File: config.mk
export PLATFORM = sky130hd
export DESIGN_NAME = cal_engine
export DESIGN_NICKNAME = d
export VERILOG_FILES = /design/src/rtl/cal_engine.sv
export SDC_FILE = /design/constraint.sdc
export NUM_CORES = 1
export LEC_CHECK = 0
export CAP_MARGIN = 20
export CORE_ASPECT_RATIO = 0.8
export CORE_MARGIN = 2
export CORE_UTILIZATION = 65
export CTS_CLUSTER_DIAMETER = 80
export DETAILED_ROUTE_END_ITERATION = 6
export PLACE_DENSITY = 0.82
export RECOVER_POWER = 25
export SYNTH_ARGS = -nofsm -noshare
export SYNTH_HDL_FRONTEND = slang
export SYNTH_SLANG_ARGS = --single-unit
File: constraint.sdc
create_clock -name clk -period 8.3 [get_ports clk]
set_input_delay 2.075 -clock clk [delete_from_list [all_inputs] [get_ports clk]]
set_output_delay 2.075 -clock clk [all_outputs]
set_load 0.02 [all_outputs]
File: src/rtl/cal_engine.sv
// Per-channel PTAT calibration: saturating offset add followed by a W-cycle
// shift-add gain multiply, with valid/ready handshakes on input and output.
module cal_engine #(
    parameter int W   = 12,
    parameter int NCH = 4,
    parameter int CW  = (NCH > 1) ? $clog2(NCH) : 1
) (
    input  logic          clk,
    input  logic          nRST,
    input  logic          in_vld,
    output logic          in_rdy,
    input  logic [CW-1:0] in_ch,
    input  logic [W-1:0]  in_data,
    input  logic          coef_we,
    input  logic          coef_sel,
    input  logic [CW-1:0] coef_ch,
    input  logic [W-1:0]  coef_wdata,
    output logic          out_vld,
    input  logic          out_rdy,
    output logic [CW-1:0] out_ch,
    output logic [W-1:0]  out_data,
    output logic          out_sat,
    output logic          busy
);

    localparam int CNTW = (W > 1) ? $clog2(W) : 1;
    localparam logic [W-1:0] UNITY = {1'b1, {(W-1){1'b0}}};

    typedef enum logic [1:0] {IDLE, ADD, MUL, OUT} state_t;
    state_t state_reg, state_next;

    // Coefficients must reset to defaults, so they live in flops, not RAM.
    logic [W-1:0] offset_mem [NCH];
    logic [W-1:0] gain_mem   [NCH];

    generate
        for (genvar gi = 0; gi < NCH; gi++) begin : g_coef
            always_ff @(posedge clk or negedge nRST) begin
                if (!nRST) begin
                    offset_mem[gi] <= '0;
                    gain_mem[gi]   <= UNITY;
                end else if (coef_we && coef_ch == CW'(gi)) begin
                    if (coef_sel) gain_mem[gi]   <= coef_wdata;
                    else          offset_mem[gi] <= coef_wdata;
                end
            end
        end
    endgenerate

    logic [CW-1:0]   ch_reg;
    logic [W-1:0]    data_reg;
    logic            sat_reg;
    logic [2*W-1:0]  mcand_reg;
    logic [W-1:0]    mplier_reg;
    logic [2*W-1:0]  prod_reg;
    logic [CNTW-1:0] cnt_reg;
    logic [W-1:0]    out_data_reg;
    logic [CW-1:0]   out_ch_reg;
    logic            out_sat_reg;

    logic [W-1:0]   offset_sel, gain_sel;
    logic [W+1:0]   sum_next;
    logic [W-1:0]   sum_sat_next;
    logic           add_sat_next;
    logic [2*W-1:0] prod_next;
    logic [W-1:0]   mul_result_next;
    logic           last_iter;

    // Channels with no coefficient slot fall through as offset 0 / unity gain.
    always_comb begin
        offset_sel = '0;
        gain_sel   = UNITY;
        for (int i = 0; i < NCH; i++) begin
            if (ch_reg == CW'(i)) begin
                offset_sel = offset_mem[i];
                gain_sel   = gain_mem[i];
            end
        end
    end

    always_comb begin
        sum_next     = {2'b00, data_reg} + {{2{offset_sel[W-1]}}, offset_sel};
        sum_sat_next = sum_next[W-1:0];
        add_sat_next = 1'b0;
        if (sum_next[W+1]) begin
            sum_sat_next = '0;
            add_sat_next = 1'b1;
        end else if (sum_next[W]) begin
            sum_sat_next = '1;
            add_sat_next = 1'b1;
        end
        prod_next       = prod_reg + (mplier_reg[0] ? mcand_reg : '0);
        mul_result_next = prod_next[2*W-1] ? '1 : prod_next[2*W-2:W-1];
        last_iter       = (cnt_reg == CNTW'(W-1));
    end

    always_comb begin
        state_next = state_reg;
        case (state_reg)
            IDLE:    if (in_vld) state_next = ADD;
            ADD:     state_next = MUL;
            MUL:     if (last_iter) state_next = OUT;
            OUT:     if (out_rdy) state_next = IDLE;
            default: state_next = IDLE;
        endcase
    end

    always_ff @(posedge clk or negedge nRST) begin
        if (!nRST) state_reg <= IDLE;
        else       state_reg <= state_next;
    end

    always_ff @(posedge clk or negedge nRST) begin
        if (!nRST) begin
            ch_reg       <= '0;
            data_reg     <= '0;
            sat_reg      <= 1'b0;
            mcand_reg    <= '0;
            mplier_reg   <= '0;
            prod_reg     <= '0;
            cnt_reg      <= '0;
            out_data_reg <= '0;
            out_ch_reg   <= '0;
            out_sat_reg  <= 1'b0;
        end else begin
            case (state_reg)
                IDLE: if (in_vld) begin
                    ch_reg   <= in_ch;
                    data_reg <= in_data;
                end
                ADD: begin
                    mcand_reg  <= {{W{1'b0}}, sum_sat_next};
                    mplier_reg <= gain_sel;
                    prod_reg   <= '0;
                    cnt_reg    <= '0;
                    sat_reg    <= add_sat_next;
                end
                MUL: begin
                    prod_reg   <= prod_next;
                    mcand_reg  <= mcand_reg << 1;
                    mplier_reg <= mplier_reg >> 1;
                    cnt_reg    <= cnt_reg + 1'b1;
                    if (last_iter) begin
                        out_data_reg <= mul_result_next;
                        out_sat_reg  <= sat_reg | prod_next[2*W-1];
                        out_ch_reg   <= ch_reg;
                    end
                end
                default: ;
            endcase
        end
    end

    assign in_rdy   = (state_reg == IDLE);
    assign busy     = (state_reg != IDLE);
    assign out_vld  = (state_reg == OUT);
    assign out_data = out_data_reg;
    assign out_ch   = out_ch_reg;
    assign out_sat  = out_sat_reg;

endmodule

* After elaboration in Yosys (flattened, before gate mapping) *
Index checks and enable logic that the tools add are counted.

operators by class
  $add $sub $neg = 3
  multiply operators = 0
  div/mod/pow operators = 0
  order comparisons = 0
  equal/unequal tests = 13
  shift operators = 0
  muxes and demuxes = 22
  bitwise operators = 2
  reductions and logical operators = 20

operator list
  cell                                                   number
  two-way mux 12 bit                                     11
  one-hot mux 24 bit (2 select lines)                    2
  adder 24 bit                                           1
  two-way mux 24 bit                                     1
  one-hot mux 12 bit (2 select lines)                    1
  AND reduction 2 bit                                    10
  adder 13 x 12 -> 14 bit                                1
  equality test 2 bit, second input constant             6
  one-hot mux 2 bit (4 select lines)                     1
  one-hot mux 4 bit (2 select lines)                     1
  equality test 2 x 1 -> 1 bit, second input constant    3
  zero test 2 bit                                        3
  two-way mux 2 bit                                      3
  adder 4 x 1 -> 4 bit, second input constant            1
  equality test 4 bit, second input constant             1
  logical AND 1 bit                                      4
  inequality test 2 bit, second input constant           2
  nonzero test 2 bit                                     2
  AND reduction 3 bit                                    1
  two-way mux 1 bit                                      2
  inequality test 2 x 1 -> 1 bit, second input constant  1
  NOT 1 bit                                              1
  OR 1 bit                                               1

storage, ports and cells
  flip-flop bits (word level) = 192
  bits in latches = 0
  bits in writable memories = 0
  bits in read-only memories = 0
  input bits = 34
  output and inout port bits = 18
  word-level logic and storage cells = 79
  memories = 0

* Longest topological paths before layout *
  word-level depth = 9
  mapped depth = 14
  mapped depth without buffers = 11

* Least setup slack after synthesis *
No wires, ideal clock.

  kind = input port to flip-flop
  start = input port coef_sel
  end = register offset_mem[37] (netlist name)
  library setup time = 0.125 ns
  arrival = 3.217 ns
  required time = 8.175 ns
  setup slack = 4.959 ns
  stages = 4
  path buffers = 1
  path through = nand2b_1 -> nor3_1 -> clkbuf_1 -> mux2_2

on the way
  word-level cells in the longest chain between the ends = 2

ends and longest elaborated chain
  what                                  RTL line  RTL
  start: declaration                    15        input logic coef_sel,
  NOT 1 bit (no source line)            --
  AND reduction 2 bit (no source line)  --
  end signal: indexed assignment        44        else offset_mem[gi] <= coef_wdata;
  end: declaration                      33        logic [W-1:0] offset_mem [NCH];

No other way between the ends.
A chain may end at the register's enable or synchronous reset.

* Final worst setup path *
  start = register state_reg[0]
  end = register prod_reg[2]

on the way
  word-level cells in the longest chain between the ends = 2
  elaborated cells on any way between the ends = 4
  those cells by class = 2 x eq/ne; 1 x mux; 1 x reduce/logical

ends and longest elaborated chain
  what                                                                       RTL line  RTL
  start: declaration                                                         30        state_t state_reg, state_next;
  start signal: assignment                                                   110       else state_reg <= state_next;
  equality test 2 bit or equality test 2 x 1 -> 1 bit (tied branches)        126       case (state_reg)
  one-hot mux 24 bit (2 select lines) or nonzero test 2 bit (tied branches)  --
  end signal: assignment                                                     139       prod_reg <= prod_next;
  end: declaration                                                           55        logic [2*W-1:0] prod_reg;

Several ways; a longest one is shown, not always the timed one.

==> impl_metrics.ini <==
[status]
status = finished, violations left
violations = capacitance limit, slew limit

[detailed_routing]
drt-wirelength-per-cell_um = 18.9
vias = 7076
first_pass_iters = 5
drc = 0
drtAntennaViolNets = 0
drt-total-wl_um = 22000
viasPerCell = 6.09
dr.first_iter.drc_count = 572

[worst_setup_path]
cp_slowest_cell = clkbuf_1
path_max_fanout = 46
crit_chain = inv_1 > ha_1 > clkbuf_1 > nand2_1 > o32ai_1
max_stage_delay_ns = 1.82
reg2reg_from = state_reg[0]
worstPathArrival_ns = 4.91
crit_path_start_kind = flop
crit_family = buffers and inverters
critPathLaunch = state_reg[0]
path_class = reg -> reg
required_ns = 8.62
end_kind = flop
crit_buf_inv = 2

[synthesis]
synth_cell_types = 59
ys_async_sr_fraction_pct = 100
syn_area_per_cell_sq_um = 11.1
ys.flop_type = dfrtp_1
syn-num-nets = 985
ys_warn_count = 0
synth_edf_count = 0
syn-cell-area_sq_um = 10100
synth_seq_cells = 192
ys_seq_area_share_pct = 47.7
synthCells = 908

[power]
power-per-cell-area_nw_per_um2 = 355
p_leak_nw = 4.88
intPower_w = 0.00244
power.share.sequential_pct = 34.0
ir_worst_vdd_mv = 0.223
power.switching_w = 0.00160
swShare_pct = 39.7
clockPowerShare_pct = 21.3
combPwrFrac_pct = 44.8

[clock_tree]
cts_setup_buffers = 0
clock_latency_ns = 0.44
cts-root-buf = clkbuf_16
max-clock-path-buffers = 2
cts.repair.resized = 0
cts_sinks = 192
cts_hold_buf = 0
cts_made_buffers = 17
htreeDepth = 4
clkTransAtPathRegs_ns = 0.07
tritoncts = done

[placed_design]
hpwl_um = 14500
gp_congestion = 0.896
portBuffers = 51
place_ws_ns = 3.98
dp_cells = 1130

[sta]
holdWs_ns = 0.505
slew_violations = 47
tns_ns = 0
final-setup-viol-count = 0
fin_crit_sh_pct = 55.3
worst_pin_slew_ns = 2.59
rsz0062_at_grt = no
skew_ns = 0.00630
fmax_ghz = 0.218
maxSlewHeadroom_pct = -72.6
setup_slack_ns = 3.71
finalHoldViolCount = 0
min_period_ns = 4.59

[global_routing]
grt_max_degree = 117
grt_pass1_vias = 6992
antenna_found_initial = 0
grt_first_pass_wirelength_um = 36400
overflow = 0
track_usage_pct = 28.7

[worst_hold_path]
min_from = gain_mem[39]
min_path_type = reg -> reg

[floorplanning]
num_rows = 40
die-width_um = 143
core-area_sq_um = 15100
ios = 52
dieArea_sq_um = 16500
initial_core_util_pct = 66.8
die_h_um = 115

[job]
drv_cap = 1

[finish]
diodes = 0
fin_nets = 1016
area_growth_pct = 12.6
layout.cells.non_filler = 1162
layout-drive-gt1-share_pct = 20.1
final_util_pct = 75.2
largestRegisters = gain_mem (48), offset_mem (48)
[cells by family after synthesis]
kind of cell | count (synthesis) | synth area share, %
AOI/OAI and AO/OA | 186 | 11.1
xor gates and xnor gates | 31 | 2.69
adders and majority gates | 43 | 5.48
buffers and inverters | 105 | 4.15
DFF | 192 | 47.7
muxes | 150 | 19.3
and+or+nand+nor | 201 | 9.62
[metrics by stage]
stage | instance area (sq um) | total power, W
floorplan | 10100 | 0.00272
global placement | 10800 | 0.00308
detailed placement | 10800 | 0.00313
CTS | 11400 | 0.00402
global route | 11400 | 0.00431
finish | 11400 | 0.00404
[synthesized netlist by cell type, types with 2 or more instances]
library cell	number	area share, %
and4_1	2	0.17
ha_1	41	5.1
o221ai_1	5	0.43
xnor2_1	17	1.5
nand4b_1	4	0.35
o31ai_1	3	0.22
xor2_1	14	1.2
inv_1	60	2.2
buf_1	10	0.37
nor2b_1	8	0.50
mux4_2	24	5.4
nand4_1	2	0.12
a211oi_1	4	0.30
nor2_1	53	2.0
o211ai_1	5	0.37
nor3_1	8	0.40
a21o_1	4	0.30
fa_1	2	0.40
nor3b_1	2	0.15
nand3_1	25	1.2
a31oi_1	17	1.1
nand2_1	57	2.1
clkbuf_1	24	0.89
buf_2	8	0.40
nand2b_1	7	0.43
o21ai_0	55	2.7
o22ai_1	22	1.4
a21oi_1	50	2.5
o21a_1	4	0.30
mux2i_1	12	1.2
and3_1	3	0.19
dfstp_2	4	1.0
mux2_2	113	13
dfrtp_1	188	47
and2_1	26	1.6
buf_4	2	0.15
[placed cells by master, fill, tap and decap left out, types with 7 or more instances in the layout]
| cell type | netlist | layout |
|---|---|---|
| clkbuf_16 | 0 | 17 |
| o22ai_1 | 22 | 22 |
| and2_1 | 26 | 26 |
| dfrtp_1 | 188 | 188 |
| a31oi_1 | 17 | 17 |
| mux2_2 | 113 | 113 |
| ha_1 | 41 | 40 |
| nor2b_1 | 8 | 8 |
| clkdlybuf4s50_1 | 0 | 50 |
| inv_1 | 60 | 60 |
| nand2_1 | 57 | 57 |
| nand3_1 | 25 | 25 |
| mux4_2 | 24 | 24 |
| a21oi_1 | 50 | 50 |
| nand2b_1 | 7 | 7 |
| nor2_1 | 53 | 53 |
| xor2_1 | 14 | 14 |
| xnor2_1 | 17 | 17 |
| o21ai_0 | 55 | 55 |
| mux2i_1 | 12 | 12 |
[final cells by class]
cell class	instances	area, sq um
well taps	210	263
clock inverters	15	190
multi-input cells	611	4890
fillers	1037	3750
clock buffers	17	425
inverters	60	225
repair buffers	57	552
flip-flops and latches	192	4810
[worst paths after layout]
check	endpoint	slack, ns	depth (start not counted)
max	prod_reg[2]	3.71	5
min	gain_mem[39]	0.50	1
max reg2reg	prod_reg[2]	3.71	5
min reg2reg	gain_mem[39]	0.50	1
max in group asynchronous	data_reg[5]	5.09	2
min in group asynchronous	gain_mem[27]	1.74	1
[layer usage]
metal | wire length [um] | track usage, %
met5 | 0 | 0
met4 | 347 | 9.54
met3 | 1160 | 5.87
met2 | 9880 | 43.1
met1 | 10600 | 42.6
[worst register-to-register path: cells and delay by family (launching register included)]
| kind | cells | cell delay, ns |
|---|---|---|
| compound gates | 1 | 0.59 |
| fa+ha+maj | 1 | 0.16 |
| buf+inv | 2 | 1.97 |
| flops | 1 | 0.41 |
| simple gates | 1 | 1.33 |
[power groups by stage]
stage / Combinational (W) / Sequential (W) / Clock [W]
5_1_grt: 0.00200 / 0.00140 / 0.000907
4_1_cts: 0.00179 / 0.00137 / 0.000866
2_1_floorplan: 0.00143 / 0.00128 / 0
3_5_place_dp: 0.00176 / 0.00138 / 0
6_report: 0.00181 / 0.00137 / 0.000859
3_3_place_gp: 0.00171 / 0.00137 / 0
Note: power is estimated with default switching activity, not from simulation.
